--- src/rtl/sync_fifo_ctl_if.sv ---
// Handshake and status bundle for sync_fifo_ctl.
// The producer/consumer side uses master; the FIFO itself uses slave.
interface sync_fifo_ctl_if #(
    parameter int DSIZE = 32,
    parameter int ASIZE = 4
);
    logic [DSIZE-1:0] wdata;
    logic             winc;
    logic             rinc;
    logic             flush;
    logic             clr_err;
    logic [DSIZE-1:0] rdata;
    logic             wfull;
    logic             rempty;
    logic             walmost_full;
    logic             ralmost_empty;
    logic [ASIZE:0]   count;
    logic             overflow;
    logic             underflow;

    modport master (
        output wdata, winc, rinc, flush, clr_err,
        input  rdata, wfull, rempty, walmost_full, ralmost_empty, count, overflow, underflow
    );

    modport slave (
        input  wdata, winc, rinc, flush, clr_err,
        output rdata, wfull, rempty, walmost_full, ralmost_empty, count, overflow, underflow
    );
endinterface

--- src/rtl/sync_fifo_ctl.sv ---
// Single-clock FIFO with registered or first-word-fall-through read, programmable
// almost-full/almost-empty thresholds, synchronous flush and sticky error flags.
module sync_fifo_ctl #(
    parameter int DSIZE      = 32,
    parameter int ASIZE      = 4,
    parameter bit FWFT       = 1'b0,
    parameter int AFULL_LVL  = (1 << ASIZE) - 2,
    parameter int AEMPTY_LVL = 2
) (
    input logic           clk,
    input logic           rst_n,
    sync_fifo_ctl_if.slave bus
);
    localparam int DEPTH = 1 << ASIZE;
    localparam logic [ASIZE:0] FULL_CNT   = (ASIZE+1)'(DEPTH);
    localparam logic [ASIZE:0] AFULL_CNT  = (ASIZE+1)'(AFULL_LVL);
    localparam logic [ASIZE:0] AEMPTY_CNT = (ASIZE+1)'(AEMPTY_LVL);

    logic [DSIZE-1:0] mem [DEPTH];
    logic [ASIZE-1:0] wptr;
    logic [ASIZE-1:0] rptr;
    logic [ASIZE:0]   count_q;
    logic [ASIZE:0]   count_n;
    logic             wfull_q;
    logic             rempty_q;
    logic             afull_q;
    logic             aempty_q;
    logic             ovf_q;
    logic             udf_q;
    logic             racc;
    logic             wacc;

    // A write at full is only taken when a pop frees the slot in the same cycle.
    always_comb begin
        racc    = ~bus.flush & bus.rinc & ~rempty_q;
        wacc    = ~bus.flush & bus.winc & (~wfull_q | racc);
        count_n = count_q + {{ASIZE{1'b0}}, wacc} - {{ASIZE{1'b0}}, racc};
        if (bus.flush) begin
            count_n = '0;
        end
    end

    always_ff @(posedge clk or negedge rst_n) begin
        if (!rst_n) begin
            wptr     <= '0;
            rptr     <= '0;
            count_q  <= '0;
            wfull_q  <= 1'b0;
            rempty_q <= 1'b1;
            afull_q  <= 1'b0;
            aempty_q <= 1'b1;
            ovf_q    <= 1'b0;
            udf_q    <= 1'b0;
        end else begin
            if (bus.flush) begin
                wptr <= '0;
                rptr <= '0;
            end else begin
                if (wacc) wptr <= wptr + 1'b1;
                if (racc) rptr <= rptr + 1'b1;
            end
            count_q  <= count_n;
            wfull_q  <= (count_n == FULL_CNT);
            rempty_q <= (count_n == '0);
            afull_q  <= (count_n >= AFULL_CNT);
            aempty_q <= (count_n <= AEMPTY_CNT);

            // Setting beats clearing; a flush cycle never raises an error.
            if (!bus.flush && bus.winc && !wacc) begin
                ovf_q <= 1'b1;
            end else if (bus.clr_err) begin
                ovf_q <= 1'b0;
            end
            if (!bus.flush && bus.rinc && rempty_q) begin
                udf_q <= 1'b1;
            end else if (bus.clr_err) begin
                udf_q <= 1'b0;
            end
        end
    end

    always_ff @(posedge clk) begin
        if (wacc) begin
            mem[wptr] <= bus.wdata;
        end
    end

    generate
        if (FWFT) begin : g_fwft
            assign bus.rdata = mem[rptr];
        end else begin : g_reg
            logic [DSIZE-1:0] rdata_q;

            always_ff @(posedge clk or negedge rst_n) begin
                if (!rst_n) begin
                    rdata_q <= '0;
                end else if (racc) begin
                    rdata_q <= mem[rptr];
                end
            end

            assign bus.rdata = rdata_q;
        end
    endgenerate

    assign bus.count         = count_q;
    assign bus.wfull         = wfull_q;
    assign bus.rempty        = rempty_q;
    assign bus.walmost_full  = afull_q;
    assign bus.ralmost_empty = aempty_q;
    assign bus.overflow      = ovf_q;
    assign bus.underflow     = udf_q;
endmodule

--- src/flat_wrapper.sv ---
// flat-port wrapper written by rule: the top's interface ports become plain ports
module sync_fifo_ctl_flat 
#(
    parameter int DSIZE      = 32,
    parameter int ASIZE      = 4,
    parameter bit FWFT       = 1'b0,
    parameter int AFULL_LVL  = (1 << ASIZE) - 2,
    parameter int AEMPTY_LVL = 2
)
  (clk, rst_n, bus_wdata, bus_winc, bus_rinc, bus_flush, bus_clr_err, bus_rdata, bus_wfull, bus_rempty, bus_walmost_full, bus_ralmost_empty, bus_count, bus_overflow, bus_underflow);
  sync_fifo_ctl_if #(.DSIZE(DSIZE), .ASIZE(ASIZE)) bus_i ();
  input logic clk;
  input logic rst_n;
  input wire logic [$bits(bus_i.wdata)-1:0] bus_wdata;
  input wire logic [$bits(bus_i.winc)-1:0] bus_winc;
  input wire logic [$bits(bus_i.rinc)-1:0] bus_rinc;
  input wire logic [$bits(bus_i.flush)-1:0] bus_flush;
  input wire logic [$bits(bus_i.clr_err)-1:0] bus_clr_err;
  output wire logic [$bits(bus_i.rdata)-1:0] bus_rdata;
  output wire logic [$bits(bus_i.wfull)-1:0] bus_wfull;
  output wire logic [$bits(bus_i.rempty)-1:0] bus_rempty;
  output wire logic [$bits(bus_i.walmost_full)-1:0] bus_walmost_full;
  output wire logic [$bits(bus_i.ralmost_empty)-1:0] bus_ralmost_empty;
  output wire logic [$bits(bus_i.count)-1:0] bus_count;
  output wire logic [$bits(bus_i.overflow)-1:0] bus_overflow;
  output wire logic [$bits(bus_i.underflow)-1:0] bus_underflow;
  assign bus_i.wdata = bus_wdata;
  assign bus_i.winc = bus_winc;
  assign bus_i.rinc = bus_rinc;
  assign bus_i.flush = bus_flush;
  assign bus_i.clr_err = bus_clr_err;
  assign bus_rdata = bus_i.rdata;
  assign bus_wfull = bus_i.wfull;
  assign bus_rempty = bus_i.rempty;
  assign bus_walmost_full = bus_i.walmost_full;
  assign bus_ralmost_empty = bus_i.ralmost_empty;
  assign bus_count = bus_i.count;
  assign bus_overflow = bus_i.overflow;
  assign bus_underflow = bus_i.underflow;
  sync_fifo_ctl #(.DSIZE(DSIZE), .ASIZE(ASIZE), .FWFT(FWFT), .AFULL_LVL(AFULL_LVL), .AEMPTY_LVL(AEMPTY_LVL)) u_core (.clk(clk), .rst_n(rst_n), .bus(bus_i));
endmodule
--- config.mk ---
export PLATFORM = sky130hd
export DESIGN_NAME = sync_fifo_ctl_flat
export DESIGN_NICKNAME = d
export VERILOG_FILES = /design/src/rtl/sync_fifo_ctl_if.sv /design/src/rtl/sync_fifo_ctl.sv /design/src/flat_wrapper.sv
export SDC_FILE = /design/constraint.sdc
export NUM_CORES = 1
export LEC_CHECK = 0
export ABC_CLOCK_PERIOD_IN_PS = 4200
export CAP_MARGIN = 20
export CORE_MARGIN = 2
export CORE_UTILIZATION = 44
export DETAILED_ROUTE_END_ITERATION = 16
export PLACE_DENSITY = 0.73
export SLEW_MARGIN = 20
export SYNTH_ARGS = -nofsm -noshare
export SYNTH_HDL_FRONTEND = slang
export SYNTH_SLANG_ARGS = --single-unit
--- constraint.sdc ---
create_clock -name clk -period 4.2 [get_ports clk]
set_input_delay 0.63 -clock clk [delete_from_list [all_inputs] [get_ports clk]]
set_output_delay 0.63 -clock clk [all_outputs]
set_load 0.005 [all_outputs]
### After elaboration in Yosys (flattened, before gate mapping)

Memory sizes are Yosys's and may differ from the RTL's. A register that Yosys moved wholly into a read port is not among the register bits.
Index checks and enable logic that the tools add are counted.

* bits of input ports: 38
* logic and storage cells: 47
* register bits after elaboration: 19
* bits in writable memories: 512
* output and inout bits: 43
* memories kept: 1

* order comparisons: 2
* bitwise gates (word level): 8
* eq/ne operators: 1
* add/subtract/negate cells: 4
* reduce and logical (&&, ||, !) cells: 12
* multiplexer cells: 10

Memory list
* u_core.mem: words 16, bits a word 32, rd ports 1, clocked after Yosys merged registers in 1, wr ports 1, line sync_fifo_ctl.sv:19 `logic [DSIZE-1:0] mem [DEPTH];`

Operator list (count)
* $mux 4: 4
* $add 4x1->4 const B: 2
* $reduce_bool 2->1: 4
* $add 5x1->5: 1
* $eq 5x5->1 const B: 1
* $ge 5x4->1 const B: 1
* $le 5x2->1 const B: 1
* $logic_not 5->1: 1
* $mux 1: 5
* $mux 5: 1
* $sub 5x1->5: 1
* $and 1x1->1: 4
* $logic_and 1x1->1: 4
* $logic_not 1->1: 3
* $not 1->1: 3
* $or 1x1->1: 1

### Longest topological paths before layout

* depth after elaboration: 9
* depth in mapped cells: 13
* mapped depth without buffers: 12

### Worst setup path before layout

Ideal clock, no wire load.

* kind: input to register
* start point: input bus_flush
* end point: memory u_core.mem[4][0], enable pin
* required time: 3739 ps
* buffers on the path: 1
* setup slack: 202 ps
* cell stages on the path: 5
* setup time: 461 ps
* data arrival time: 3537 ps
* path through: buf_2 -> nand2b_1 -> a21oi_2 -> nand2_1 -> nor3_1

* cells in the longest elaborated chain, start to end: 7

RTL lines
* start: declaration: line flat_wrapper.sv:17 `input wire logic [$bits(bus_i.flush)-1:0] bus_flush;`
* $not 1->1 (*): line sync_fifo_ctl.sv:35, sync_fifo_ctl.sv:36
* $and 1x1->1 (2 in series): line sync_fifo_ctl.sv:35 `racc = ~bus.flush & bus.rinc & ~rempty_q;`
* $or 1x1->1: line sync_fifo_ctl.sv:36 `wacc = ~bus.flush & bus.winc & (~wfull_q | racc);`
* $and 1x1->1 (*): line sync_fifo_ctl.sv:36
* $mux 1 (*): line sync_fifo_ctl.sv:83 `if (wacc) begin`
* $mux 1 (not written as such) (*): line sync_fifo_ctl.sv:84 `mem[wptr] <= bus.wdata;`
* end: declaration: line sync_fifo_ctl.sv:19

Every way passes the cells marked *; elsewhere a longest branch is shown, timed or not.

### Final worst setup path

* start point: input bus_rinc
* end point: register u_core.aempty_q, in the netlist u_core.bus.ralmost_empty

* cells in the longest elaborated chain, start to end: 8

RTL lines
* start: declaration: line flat_wrapper.sv:16 `input wire logic [$bits(bus_i.rinc)-1:0] bus_rinc;`
* $and 1x1->1 (*) (2 in series): line sync_fifo_ctl.sv:35
* net u_core.racc: line sync_fifo_ctl.sv:30 `logic racc;`
* $or 1x1->1: line sync_fifo_ctl.sv:36
* $and 1x1->1: line sync_fifo_ctl.sv:36
* $add 5x1->5: line sync_fifo_ctl.sv:37 `count_n = count_q + {{ASIZE{1'b0}}, wacc} - {{ASIZE{1'b0}}, racc};`
* $sub 5x1->5 (*): line sync_fifo_ctl.sv:37
* $mux 5 (*): line sync_fifo_ctl.sv:38 `if (bus.flush) begin`
* net u_core.count_n[4]: line sync_fifo_ctl.sv:23 `logic [ASIZE:0] count_n;`
* $le 5x2->1 (*): line sync_fifo_ctl.sv:66 `aempty_q <= (count_n <= AEMPTY_CNT);`
* end signal: assignment: line sync_fifo_ctl.sv:66
* end: declaration: line sync_fifo_ctl.sv:27 `logic aempty_q;`

Mark *: on every way through the listed nets, which the timed path passes. The rest lies on a longest branch.
A chain may end at the register's enable or synchronous reset.

==> results.json <==
{
  "status": "complete, no violations",
  "synth_top_cell_area_share": 0.712,
  "syn_area_per_cell_um2": 21.5,
  "via_per_inst": 5.68,
  "hold_buffers": 0,
  "dp_slack_ns": 0.685,
  "postCtsSetupRepairBufs": 0,
  "rsz0062_at_grt": "no",
  "antenna_found_initial": 0,
  "drtIter0Drc": 819,
  "synth_seq_cells": 563,
  "cts_sinks": 563,
  "start_util": 0.444,
  "final-setup-viol-count": 0,
  "drive_gt1_frac": 0.230,
  "seq_area_frac_synth": 0.772,
  "postRouteAntennaNets": 0,
  "ctsRootBufferMaster": "clkbuf_16",
  "synthTopCellsByCount": "edfxtp_1, mux4_2, mux2i_1, dfrtp_1, nor3_1",
  "finalHoldViolCount": 0,
  "port_buffers": 80,
  "ir_drop_v": 0.000285,
  "num_vias": 10100,
  "ctsResizeCount": 0,
  "max-slew-margin-rel": 0.403,
  "routed_wl_um": 44900,
  "cp.arrival_ns": 3.45,
  "grt_max_degree": 65,
  "critPathCaptureType": "flip-flop",
  "wl_per_cell_um": 25.2,
  "cts_made_buffers": 54,
  "fin_crit_sh": 0.714,
  "first_global_vias": 10600,
  "final.setup_skew_ns": 0.0219,
  "power_density_mw_per_mm2": 547,
  "core_area_mm2": 0.0486,
  "syn_inst": 1005,
  "die_w_um": 225,
  "synth-edff-count": 512,
  "timing.setup.tns_ns": 0,
  "syn_to_final_growth_pct": 16.5,
  "yosys_warnings": 0,
  "grt_pass1_wl_um": 67400,
  "syn_area_mm2": 0.0216,
  "finalWorstPathRequiredPeriod_ns": 3.00,
  "drc": 0,
  "hold_path_class": "input port to asynchronous set/reset pin",
  "worstSetupPathType": "input port to flip-flop",
  "maxCapViolCount": 0,
  "critPathMaxFanout": 4,
  "nets": 1166,
  "yosysTopAreaCell": "edfxtp_1",
  "p_leak_nw": 7.84,
  "num_io_pins": 81,
  "setup_slack_ns": 1.20,
  "grtUsageTotal": 0.182,
  "num_antenna_cells": 0,
  "ys_types": 39,
  "n_fill_cell": 3725,
  "routabilityCongestion": 0.752,
  "cts_tree": "built",
  "clk_latency_ns": 0.60,
  "cp.required_ns": 4.65,
  "clkSlewWorstSetupHoldPaths_ns": 0.06,
  "synth_top_flop_cell": "edfxtp_1",
  "synthesis.nets": 1054,
  "std_cell_rows": 81,
  "drv_slew": 0,
  "grt_overflow": 0,
  "async_flop_share": 0.0906,
  "dr.pass1.iters": 5,
  "design.die.area_mm2": 0.0508,
  "hpwlAfterDp_um": 25600,
  "clockBufferDepth": 3,
  "cts_max_level": 2,
  "final_util": 0.517,
  "fp.dieH_um": 225,
  "p_total_mw": 13.8,
  "synth.area.top_cells": "edfxtp_1, mux4_2, dfrtp_1",
  "yosysMostFrequentCell": "edfxtp_1",
  "critPathLaunchType": "input port",
  "tightest_slew_ns": 0.896,
  "max_freq_ghz": 0.334
}
## routing by layer
layer	wire [um]	vias to the layer above	track usage
li1	-	4353	-
met5	0	-	0
met1	19000	5371	0.256
met3	2740	65	0.0347
met2	22300	335	0.293
met4	797	0	0.0470
## worst max-delay path, stage by stage
cell	delay (ns)
clkdlybuf4s50_1	0.52
or3b_4	0.41
inv_2	0.07
ha_1	0.22
inv_1	0.07
ha_1	0.18
inv_1	0.07
fa_1	0.40
nor2b_1	0.16
o21ai_1	0.09
nand4b_1	0.12
nand2_1	0.10
a2111oi_0	0.41
## worst paths after layout
check,start,to,slack (ns),cells past startpoint
worst max-delay path,bus_rinc,u_core.bus.ralmost_empty,1.20,13
worst min-delay path,rst_n,u_core.bus.rdata[31],0.11,1
worst max register to register,u_core.bus.rempty,u_core.bus.ralmost_empty,1.41,12
worst min register to register,u_core.bus.rdata[18],u_core.bus.rdata[18],0.50,2
max in group asynchronous,rst_n,u_core.rptr[0],3.08,2
min in group clk,u_core.bus.rdata[18],u_core.bus.rdata[18],0.50,2
## per-stage QoR
step / instance area [um^2] / hold WS [ns] / instances
6_report: 25100 / 0.109 / 1782
4_1_cts: 25100 / 0.0914 / 1782
3_5_place_dp: 23300 / 0.493 / 1683
3_3_place_gp: 23300 / 0.484 / 1683
2_1_floorplan: 21600 / 0.334 / 1005
5_1_grt: 25100 / 0.118 / 1782
## area by class of cell
| cell class | instances | area [um^2] | area share |
|---|---|---|---|
| sequential | 563 | 16700 | 0.663 |
| timing repair buffer | 109 | 1160 | 0.0463 |
| tap | 622 | 778 | 0.0309 |
| clock buffer | 70 | 1480 | 0.0589 |
| multi-input combinational | 371 | 4630 | 0.184 |
| clock inverter | 29 | 359 | 0.0143 |
| inverter | 18 | 67.6 | 0.00269 |
## flip-flops by register name, indices dropped and copies added, names as in the netlist
name	count
u_core.bus.overflow	1
u_core.bus.walmost_full	1
u_core.mem	512
u_core.rptr	4
u_core.bus.count	5
u_core.bus.wfull	1
u_core.bus.underflow	1
u_core.wptr	4
u_core.bus.rempty	1
u_core.bus.ralmost_empty	1
u_core.bus.rdata	32
## report_power, final
| part | total, mW | internal (mW) | switching (mW) |
|---|---|---|---|
| clock | 4.98 | 2.97 | 2.01 |
| combinational | 2.17 | 1.17 | 0.991 |
| sequential | 6.61 | 6.39 | 0.225 |
| total | 13.8 | 10.5 | 3.23 |
## cells in the final DEF (no fill, tap or decap), types with 2 or more instances in the layout
cell,netlist,routed
clkdlybuf4s50_1,0,79
buf_12,0,12
buf_4,7,17
xnor2_1,3,3
nor2b_1,4,4
clkbuf_8,0,7
nand4_1,2,2
dfrtp_1,49,46
a21oi_1,36,36
inv_1,17,17
bufinv_16,0,8
clkinv_4,0,2
nor3_2,0,4
o21ai_1,33,33
nor3_1,38,34
mux4_2,128,128
and2_2,0,8
mux2i_1,64,64
xor2_1,5,5
clkinv_1,0,6
nor2_4,0,4
edfxtp_1,512,512
clkbuf_16,0,54
clkbuf_1,15,9
nand2_1,10,10
dfstp_2,2,2
nand2b_1,2,2
clkinv_2,0,11
dfrtp_4,0,3
ha_1,10,10
nor2_1,13,9
## kinds of logic after synthesis
kind of cell,synth area share
XOR/XNOR,0.00325
AO/OA/AOI/OAI,0.0188
flip-flops,0.772
multiplexers,0.163
buffers and inverters,0.0169
adder cells (fa/ha/maj),0.00672
AND/OR/NAND/NOR,0.0196
(Power assumes the default switching activity.)
